### config.mk
export PLATFORM = sky130hd
export DESIGN_NAME = mito_ofm_drain
export DESIGN_NICKNAME = d
export VERILOG_FILES = /design/src/rtl/mito_ofm_drain.sv
export SDC_FILE = /design/constraint.sdc
export NUM_CORES = 1
export LEC_CHECK = 0
export ABC_AREA = 1
export BUFFER_PORTS_ARGS = -buffer_cell sky130_fd_sc_hd__buf_2
export CORE_MARGIN = 2
export CORE_UTILIZATION = 40
export CTS_CLUSTER_SIZE = 30
export DETAILED_ROUTE_END_ITERATION = 16
export SLEW_MARGIN = 20
export SYNTH_ARGS = -nofsm -noshare
export SYNTH_HDL_FRONTEND = slang
export SYNTH_SLANG_ARGS = --single-unit
### constraint.sdc
create_clock -name clk -period 3.74 [get_ports clk]
set_clock_uncertainty 0.2 [all_clocks]
set_input_delay 0.187 -clock clk [delete_from_list [all_inputs] [get_ports clk]]
set_output_delay 0.187 -clock clk [all_outputs]
set_load 0.05 [all_outputs]
### src/rtl/mito_ofm_drain.sv
// mito_ofm_drain: captures completed accelerator output words into a circular FIFO and replays them as a valid/ready stream tagged with end-of-layer.
// Latency: a capture edge in cycle N presents m_valid in cycle N+1 when the FIFO was empty.
// Backpressure: m_ready low holds the head stable; the accelerator cannot stall, so a capture into a full FIFO is dropped and recorded in overflow.
//
// Ports:
//   clk, rst_n            clock and asynchronous active-low reset
//   ofm_word_in           accelerator output word
//   ofm_full_in           rising edge = new word to capture
//   finish_in             rising edge = end of layer
//   m_data/m_valid/m_ready/m_last   host stream (head of FIFO)
//   fifo_level            current occupancy
//   word_count            words captured in the current layer (saturating)
//   overflow              sticky, a capture was dropped
//   done                  one-cycle pulse once the layer's last word has drained
//
// Optional build macro MITO_OFM_DRAIN_PARITY_EN adds m_parity (per-entry XOR of
// the stored word) and parity_err_inject (inverts parity as it is stored).
// FIFO_DEPTH must be a power of two (pointers wrap naturally), at least 2.

module mito_ofm_drain #(
  parameter int DATA_WIDTH = 32,
  parameter int FIFO_DEPTH = 16,
  parameter int CNT_WIDTH  = 16
) (
  input  logic                          clk,
  input  logic                          rst_n,
  input  logic [DATA_WIDTH-1:0]         ofm_word_in,
  input  logic                          ofm_full_in,
  input  logic                          finish_in,
  output logic [DATA_WIDTH-1:0]         m_data,
  output logic                          m_valid,
  input  logic                          m_ready,
  output logic                          m_last,
  output logic [$clog2(FIFO_DEPTH):0]   fifo_level,
  output logic [CNT_WIDTH-1:0]          word_count,
  output logic                          overflow,
`ifdef MITO_OFM_DRAIN_PARITY_EN
  output logic                          m_parity,
  input  logic                          parity_err_inject,
`endif
  output logic                          done
);

  localparam int PTR_W = $clog2(FIFO_DEPTH);
  localparam int LVL_W = PTR_W + 1;

  localparam logic [1:0] ST_IDLE    = 2'd0;
  localparam logic [1:0] ST_COLLECT = 2'd1;
  localparam logic [1:0] ST_FLUSH   = 2'd2;
  localparam logic [1:0] ST_DONE    = 2'd3;

  // Storage: data words, and per-entry end-of-layer tags kept in a separate
  // vector so a late finish can set the tag of an already-stored word.
  logic [DATA_WIDTH-1:0] mem [FIFO_DEPTH];
  logic [FIFO_DEPTH-1:0] tag_q;
`ifdef MITO_OFM_DRAIN_PARITY_EN
  logic [FIFO_DEPTH-1:0] par_q;
`endif

  logic [PTR_W-1:0] wr_ptr;
  logic [PTR_W-1:0] rd_ptr;
  logic [PTR_W-1:0] last_ptr;
  logic [LVL_W-1:0] level;
  logic [1:0]       state;
  logic [1:0]       state_nxt;

  logic ofm_full_q;
  logic finish_q;
  logic push;
  logic fin;
  logic pop;
  logic full;
  logic wr_en;
  logic drop;
  logic layer_fin;
  logic wr_tag;
  logic keep_tag;
  logic tag_set;

  // ---------------------------------------------------------------------------
  // Edge detection and handshake decode
  // ---------------------------------------------------------------------------
  always_comb begin
    push     = ofm_full_in & ~ofm_full_q;
    fin      = finish_in & ~finish_q;
    m_valid  = (level != '0);
    pop      = m_valid & m_ready;
    full     = (level == LVL_W'(FIFO_DEPTH));
    // A pop in the same cycle frees the slot, so a full FIFO still accepts.
    wr_en    = push & (~full | pop);
    drop     = push & full & ~pop;
    last_ptr = wr_ptr - PTR_W'(1);
  end

  // ---------------------------------------------------------------------------
  // End-of-layer tagging
  // ---------------------------------------------------------------------------
  // A finish closes a layer when one is open: either already collecting, or
  // idle with the layer's first word arriving in this same cycle.
  // If a word is written with the finish, that word carries the tag.
  // Otherwise the most recently stored word is tagged, provided it is still in
  // the FIFO after this cycle's pop; if it is leaving right now (or nothing is
  // stored) there is nothing left to tag and the layer completes immediately.
  always_comb begin
    layer_fin = fin & ((state == ST_COLLECT) | ((state == ST_IDLE) & push));
    wr_tag    = layer_fin & wr_en;
    keep_tag  = layer_fin & ~wr_en & (level > LVL_W'(pop));
    tag_set   = wr_tag | keep_tag;
  end

  // ---------------------------------------------------------------------------
  // Layer FSM
  // ---------------------------------------------------------------------------
  always_comb begin
    state_nxt = state;
    case (state)
      ST_IDLE: begin
        if (push) begin
          if (layer_fin) state_nxt = tag_set ? ST_FLUSH : ST_DONE;
          else           state_nxt = ST_COLLECT;
        end else if (fin) begin
          // Empty layer: finish with nothing captured.
          state_nxt = ST_DONE;
        end
      end
      ST_COLLECT: begin
        if (layer_fin) state_nxt = tag_set ? ST_FLUSH : ST_DONE;
      end
      ST_FLUSH: begin
        if (pop && m_last) state_nxt = ST_DONE;
      end
      ST_DONE: begin
        state_nxt = ST_IDLE;
      end
      default: begin
        state_nxt = ST_IDLE;
      end
    endcase
  end

  always_ff @(posedge clk or negedge rst_n) begin
    if (!rst_n) begin
      state      <= ST_IDLE;
      ofm_full_q <= 1'b0;
      finish_q   <= 1'b0;
    end else begin
      state      <= state_nxt;
      ofm_full_q <= ofm_full_in;
      finish_q   <= finish_in;
    end
  end

  // ---------------------------------------------------------------------------
  // FIFO pointers, occupancy and tags
  // ---------------------------------------------------------------------------
  always_ff @(posedge clk or negedge rst_n) begin
    if (!rst_n) begin
      wr_ptr <= '0;
      rd_ptr <= '0;
      level  <= '0;
      tag_q  <= '0;
    end else begin
      if (wr_en) begin
        wr_ptr         <= wr_ptr + PTR_W'(1);
        tag_q[wr_ptr]  <= wr_tag;
      end
      // keep_tag implies no write this cycle, so the two never collide.
      if (keep_tag) begin
        tag_q[last_ptr] <= 1'b1;
      end
      if (pop) begin
        rd_ptr <= rd_ptr + PTR_W'(1);
      end
      level <= level + LVL_W'(wr_en) - LVL_W'(pop);
    end
  end

  // Data storage needs no reset: a slot is only visible after it is written.
  always_ff @(posedge clk) begin
    if (wr_en) begin
      mem[wr_ptr] <= ofm_word_in;
    end
  end

`ifdef MITO_OFM_DRAIN_PARITY_EN
  always_ff @(posedge clk or negedge rst_n) begin
    if (!rst_n) begin
      par_q <= '0;
    end else if (wr_en) begin
      par_q[wr_ptr] <= (^ofm_word_in) ^ parity_err_inject;
    end
  end

  assign m_parity = m_valid & par_q[rd_ptr];
`endif

  // ---------------------------------------------------------------------------
  // Per-layer word counter and overflow flag
  // ---------------------------------------------------------------------------
  always_ff @(posedge clk or negedge rst_n) begin
    if (!rst_n) begin
      word_count <= '0;
      overflow   <= 1'b0;
    end else begin
      overflow <= overflow | drop;
      if ((state == ST_IDLE) && push) begin
        // First word of a new layer restarts the count.
        word_count <= wr_en ? CNT_WIDTH'(1) : '0;
      end else if (wr_en && (word_count != '1)) begin
        word_count <= word_count + CNT_WIDTH'(1);
      end
    end
  end

  // ---------------------------------------------------------------------------
  // Outputs
  // ---------------------------------------------------------------------------
  // Head outputs are forced to zero while empty so stale slots never show.
  assign m_data     = m_valid ? mem[rd_ptr] : '0;
  assign m_last     = m_valid & tag_q[rd_ptr];
  assign fifo_level = level;
  assign done       = (state == ST_DONE);

endmodule

# --- Yosys cells after proc, flatten, opt, wreduce, memory -nomap -nowiden ---
# Memory sizes are Yosys's and may differ from the RTL's.
# Cells that the tools add are included.
word_totals:
  in_bits: 37
  latchBits: 0
  mem_count: 1
  rom_bits: 0
  output_inout_bits: 57
  ram_bits: 512
  elab_cells: 83
  register_bits: 50
op_classes:
  bitwise: 22
  n_lt_le_gt_ge: 6
  mux: 22
  mul: 0
  div_mod_pow: 0
  eq_ne: 8
  n_addsub: 6
  reduce_logical: 9
  n_shift: 0
mem_list:
  columns: ["name", "words", "word_bits", "rd", "rd_clocked_by_memory_dff", "wr", "line_no", "rtl"]
  rows:
  - ["mem", 16, 32, 1, 0, 1, "54", "logic [DATA_WIDTH-1:0] mem [FIFO_DEPTH];"]
op_table:
  columns: ["op", "n"]
  rows:
  - ["16-bit two-way mux", 4]
  - ["32-bit two-way mux", 1]
  - ["16-bit by 1-bit adder with 16-bit output, second input constant", 1]
  - ["16-bit bitwise mux", 1]
  - ["16-bit != test, second input constant", 1]
  - ["16-bit bitwise OR", 1]
  - ["4-bit by 5-bit < comparator with 1-bit output, second input constant", 3]
  - ["1-bit AND", 12]
  - ["2-bit two-way mux", 5]
  - ["4-bit by 1-bit adder with 4-bit output, second input constant", 2]
  - ["1-bit demux with 4-bit select", 2]
  - ["4-bit by 1-bit greater-or-equal comparator with 1-bit output, second input constant", 2]
  - ["2-bit case mux with 4 select lines", 1]
  - ["1-bit two-way mux", 7]
  - ["5-bit by 1-bit adder with 5-bit output", 1]
  - ["5-bit equality test, second input constant", 1]
  - ["5-bit by 1-bit greater-than comparator with 1-bit output", 1]
  - ["1-bit logical AND", 5]
  - ["1-bit inverter", 5]
  - ["5-bit nonzero test", 1]
  - ["5-bit by 1-bit subtractor with 5-bit output", 1]
  - ["1-bit binary-select mux with 4-bit select", 1]
  - ["2-bit equality test, second input constant", 2]
  - ["2-bit != test, second input constant", 2]
  - ["7 further kinds", 10]

# --- Logic depth before layout (Yosys ltp) ---
depth:
  ltp_word: 12
  depth_mapped: 15
  mapped_depth_nobuf: 15

# --- Worst setup path before layout ---
# OpenSTA, ideal clock, no wires.
synth_path:
  path_type: "flip-flop to flip-flop"
  startpoint: "reg level[2] (netlist: fifo_level[2])"
  endpoint: "reg tag_q[0]"
  setup_slack_ps: -819
  period_less_slack_ps: 4559
  n_path_buf: 1
  t_arrival_ps: 4113
  stages_incl_launch_ff: 10
  setup_time_ps: 246
  t_required_ps: 3294
  cell_sequence: "dfrtp_1 inv_1 ha_1 nand3_1 nor2_2 nor2_4 inv_2 buf_2 nor3_1 o221ai_1"
synth_via:
  elab_chain_cells: 9
  word_cells_on_any_way: 15
  cone_classes: "order compare: 1; eq/ne: 1; mux: 3; bitwise: 9; reduce/logical: 1"
synth_rtl:
  columns: ["element", "line_no", "rtl"]
  rows:
  - ["from (decl)", "63", "logic [LVL_W-1:0] level;"]
  - ["from (signal assigned)", "174", "level <= level + LVL_W'(wr_en) - LVL_W'(pop);"]
  - ["5-bit nonzero test / 5-bit equality test (equally long branches)", "86, 88", null]
  - ["1-bit AND / 1-bit inverter (equally long branches)", "87, 90", null]
  - ["1-bit bitwise OR", "90", "wr_en = push & (~full | pop);"]
  - ["1-bit AND", "90", null]
  - ["1-bit AND", "106", "wr_tag = layer_fin & wr_en;"]
  - ["16-bit bitwise mux", "165", "tag_q[wr_ptr] <= wr_tag;"]
  - ["16-bit two-way mux", "163", "if (wr_en) begin"]
  - ["16-bit bitwise OR (no line)", null, null]
  - ["16-bit two-way mux *", "168", "if (keep_tag) begin"]
  - ["to (signal, indexed assignment)", "165", null]
  - ["to (decl)", "55", "logic [FIFO_DEPTH-1:0] tag_q;"]
# Every way passes the cells marked *; elsewhere a longest branch is shown, timed or not.
# A chain may end at the register's enable or synchronous reset.

# --- Final worst setup path ---
layout_path:
  startpoint: "reg rd_ptr[0]"
  endpoint: "out m_data[29]"
layout_via:
  elab_chain_cells: 2
layout_rtl:
  columns: ["element", "line_no", "rtl"]
  rows:
  - ["from (decl)", "61", "logic [PTR_W-1:0] rd_ptr;"]
  - ["from (signal assigned)", "172", "rd_ptr <= rd_ptr + PTR_W'(1);"]
  - ["memory 16 x 32 bit", null, null]
  - ["32-bit two-way mux", "219", "assign m_data = m_valid ? mem[rd_ptr] : '0;"]
  - ["to (decl)", "30", "output logic [DATA_WIDTH-1:0] m_data,"]
# Every way passes these cells.

==> flow_summary.ini <==
[status]
status = complete, no violations

[timing]
worst_pin_slew_ns = 0.775
setup_viol = 0
rsz0062_at_grt = no
setup_ws_ns = 0.212
fmax_mhz = 283
hold_violations = 0
layout_min_cycle_time_ns = 3.53
hold_slack_ns = 0.0436
finalMaxSlewViolations = 0
min_period_over_period_pct = 94.3
slew_headroom_pct = 48.3

[synth]
synth_commonest_cells = edfxtp_1, nor2_1, o21ai_0
synth_edf_count = 512
synth_top_area_share_pct = 66.8
synthArstFlopShare_pct = 8.90
post-synth-top-count-cell = edfxtp_1
yosysTopAreaCell = edfxtp_1
syn_nets = 1868
ys_types = 39
ys_ff_latch = 562
synthFlopType = edfxtp_1
synthesis.area_sq_mm = 0.0230
ys.warnings.count = 0
synthCells = 1808
syn_avg_cell_area_sq_um = 12.7
synth.area.top_cells = edfxtp_1, o21ai_0, dfrtp_1, nor2_1, o221ai_1
ys_seq_area_share_pct = 72.2

[die]
die_x_um = 244
pin_count = 94
coreArea_sq_mm = 0.0566
num_rows = 87
die_h_um = 244
die_area_sq_mm = 0.0595
initial_utilization_pct = 40.7

[global_routing]
grt_antenna_before_repair = 2
grt_overflow_total = 0
grt_start_max_net_pins = 131
grt_pass1_wl_mm = 91.5
grt_pass1_vias = 15237
grt_util_all_layers_pct = 20.0

[clock_network]
cts_resized = 0
cts_tree = built
cts_buffer_depth = 3
postCtsSetupBuffers = 0
ctsRootBufferMaster = clkbuf_16
clk_pin_slew_ns = 0.06
clk_latency_ns = 0.61
cts_sinks = 562
htree_levels = 2
cts_buffers = 57
ctsHoldBuffers = 39

[power]
leakage_nw = 9.01
powerDensity_mw_per_mm2 = 810
peakVddDrop_uv = 577

[final_layout]
fin_util_pct = 46.9
area_growth_pct = 15.5
layout.nets = 1999
drive_above_1_share_pct = 12.9
diodes = 0

[worst_hold_path]
min-delay-start = ofm_full_in
whs_path_depth = 2
whs_endpoint = ofm_full_q$_DFF_PN0_
hold_path_class = in -> reg

[worst_setup_path]
critPathBufInv = 3
end_kind = output port
worstPathArrival_ns = 3.14
max_stage_delay_ns = 0.45
timing.rr.start = fifo_level[2]$_DFF_PN0_
cp_max_fo = 130
cp_top_family = buffers and inverters
cp_data_required_time_ns = 3.35
reg2regPathDepth = 14
rrSetupSlack_ns = 0.66
crit_type = reg -> out
path_cells = buf_12 -> buf_4 -> o21ai_0 -> o221ai_1 -> nand3_1 -> a21oi_1 -> buf_2
crit_path_start_kind = flip-flop
cpMaxStageDelayCell = dfrtp_4
reg2reg_to = fifo_level[4]$_DFF_PN0_

[detailed_routing]
vias = 15326
dr.pass1.iters = 5
ant_nets = 0
drt-vias-per-instance = 5.59
drc = 0
avgRoutedWirePerCell_um = 21.8
wl_mm = 59.7
drt_iter0_drc = 1542

[placement]
port_buffers = 93
hpwl_mm = 31.9
dp_slack_ns = 0.633
gp_congestion = 0.868

[run]
maxCapViolCount = 0
[registers in the layout (all words and copies together) (netlist names)]
register    cells
rd_ptr          4
mem           512
fifo_level      5
finish_q        1
tag_q          16
wr_ptr          4
state           2
overflow        1
word_count     16
ofm_full_q      1
[worst reg2reg max path: cells and delay by family, from the launching register on]
kind	cells	cell delay, ns
buf+inv	2	0.38
compound gates	1	0.17
simple gates	7	0.89
fa+ha+maj	3	0.87
flops	1	0.37
xor+xnor	1	0.15
[area by class of cell]
cell class                      instances  area [sq um]
Fill cell                            5042         30000
Sequential cell                       562         16600
Multi-Input combinational cell       1066          5630
Clock buffer                           77          1510
Timing Repair Buffer                  190          1440
Tap cell                              756           946
Inverter                               62           239
Clock inverter                         28           179
[routing by layer]
| metal | global-route usage, % | routed length, um | vias to the layer above |
|---|---|---|---|
| met5 | 0 | 31 | - |
| met4 | 4.82 | 1070 | 4 |
| met3 | 3.37 | 3880 | 86 |
| met2 | 32.8 | 28200 | 512 |
| met1 | 27.8 | 26500 | 7743 |
| li1 | - | - | 6981 |
[how the worst max path moves through the flow]
stage | from | end | cells past startpoint
3_5_place_dp | fifo_level[2]$_DFF_PN0_ | fifo_level[4]$_DFF_PN0_ | 14
3_3_place_gp | fifo_level[2]$_DFF_PN0_ | fifo_level[4]$_DFF_PN0_ | 14
5_1_grt | rd_ptr[0]$_DFFE_PN0P_ | m_data[8] | 9
2_1_floorplan | fifo_level[2]$_DFF_PN0_ | tag_q[0]$_DFF_PN0_ | 9
6_report | rd_ptr[0]$_DFFE_PN0P_ | m_data[29] | 7
4_1_cts | rd_ptr[0]$_DFFE_PN0P_ | m_data[29] | 7
[cell families after synthesis]
group | share of synthesized area [%]
flops | 72.2
simple gates | 9.72
compound gates | 12.6
buf+inv | 3.66
fa+ha+maj | 1.28
xor+xnor | 0.457
[per-stage QoR]
step | cells | cell area, sq um | TNS [ns] | power [mW]
after floorplan | 1808 | 23000 | -176.51 | 13.8
after global placement | 2597 | 24500 | 0 | 16.2
after detailed placement | 2597 | 24500 | 0 | 16.3
after CTS | 2741 | 26600 | 0 | 21.6
after global routing | 2741 | 26600 | 0 | 22.6
final | 2741 | 26600 | 0 | 21.5
[layout by cell type, fill, tap and decap left out, types with 2 or more instances in the layout]
cell type and n:
clkinv_2 9, o21ai_0 271, nor2_4 4, nor2_1 314, o221ai_1 101, clkbuf_16 57, a21oi_1 44, nor3_4 4
buf_4 47, o31ai_1 3, a31oi_1 2, inv_6 2, clkbuf_1 19, o22ai_1 32, nand3_1 82, nand2_1 101
nor3_2 9, ha_1 22, inv_1 52, dfrtp_4 2, buf_2 93, edfxtp_1 512, dfrtp_1 47, xor2_1 11
nand4_1 10, dlygate4sd3_1 38, clkinv_1 16, inv_2 8, inv_16 2, o21ai_1 38, buf_12 12, nor3_1 8
[where the power goes]
group | switching, mW | total, mW | internal (mW)
registers | 0.259 | 7.62 | 7.36
clock network | 2.37 | 5.28 | 2.90
logic | 6.36 | 8.62 | 2.26
No activity file was read; power rests on OpenSTA's default activity.
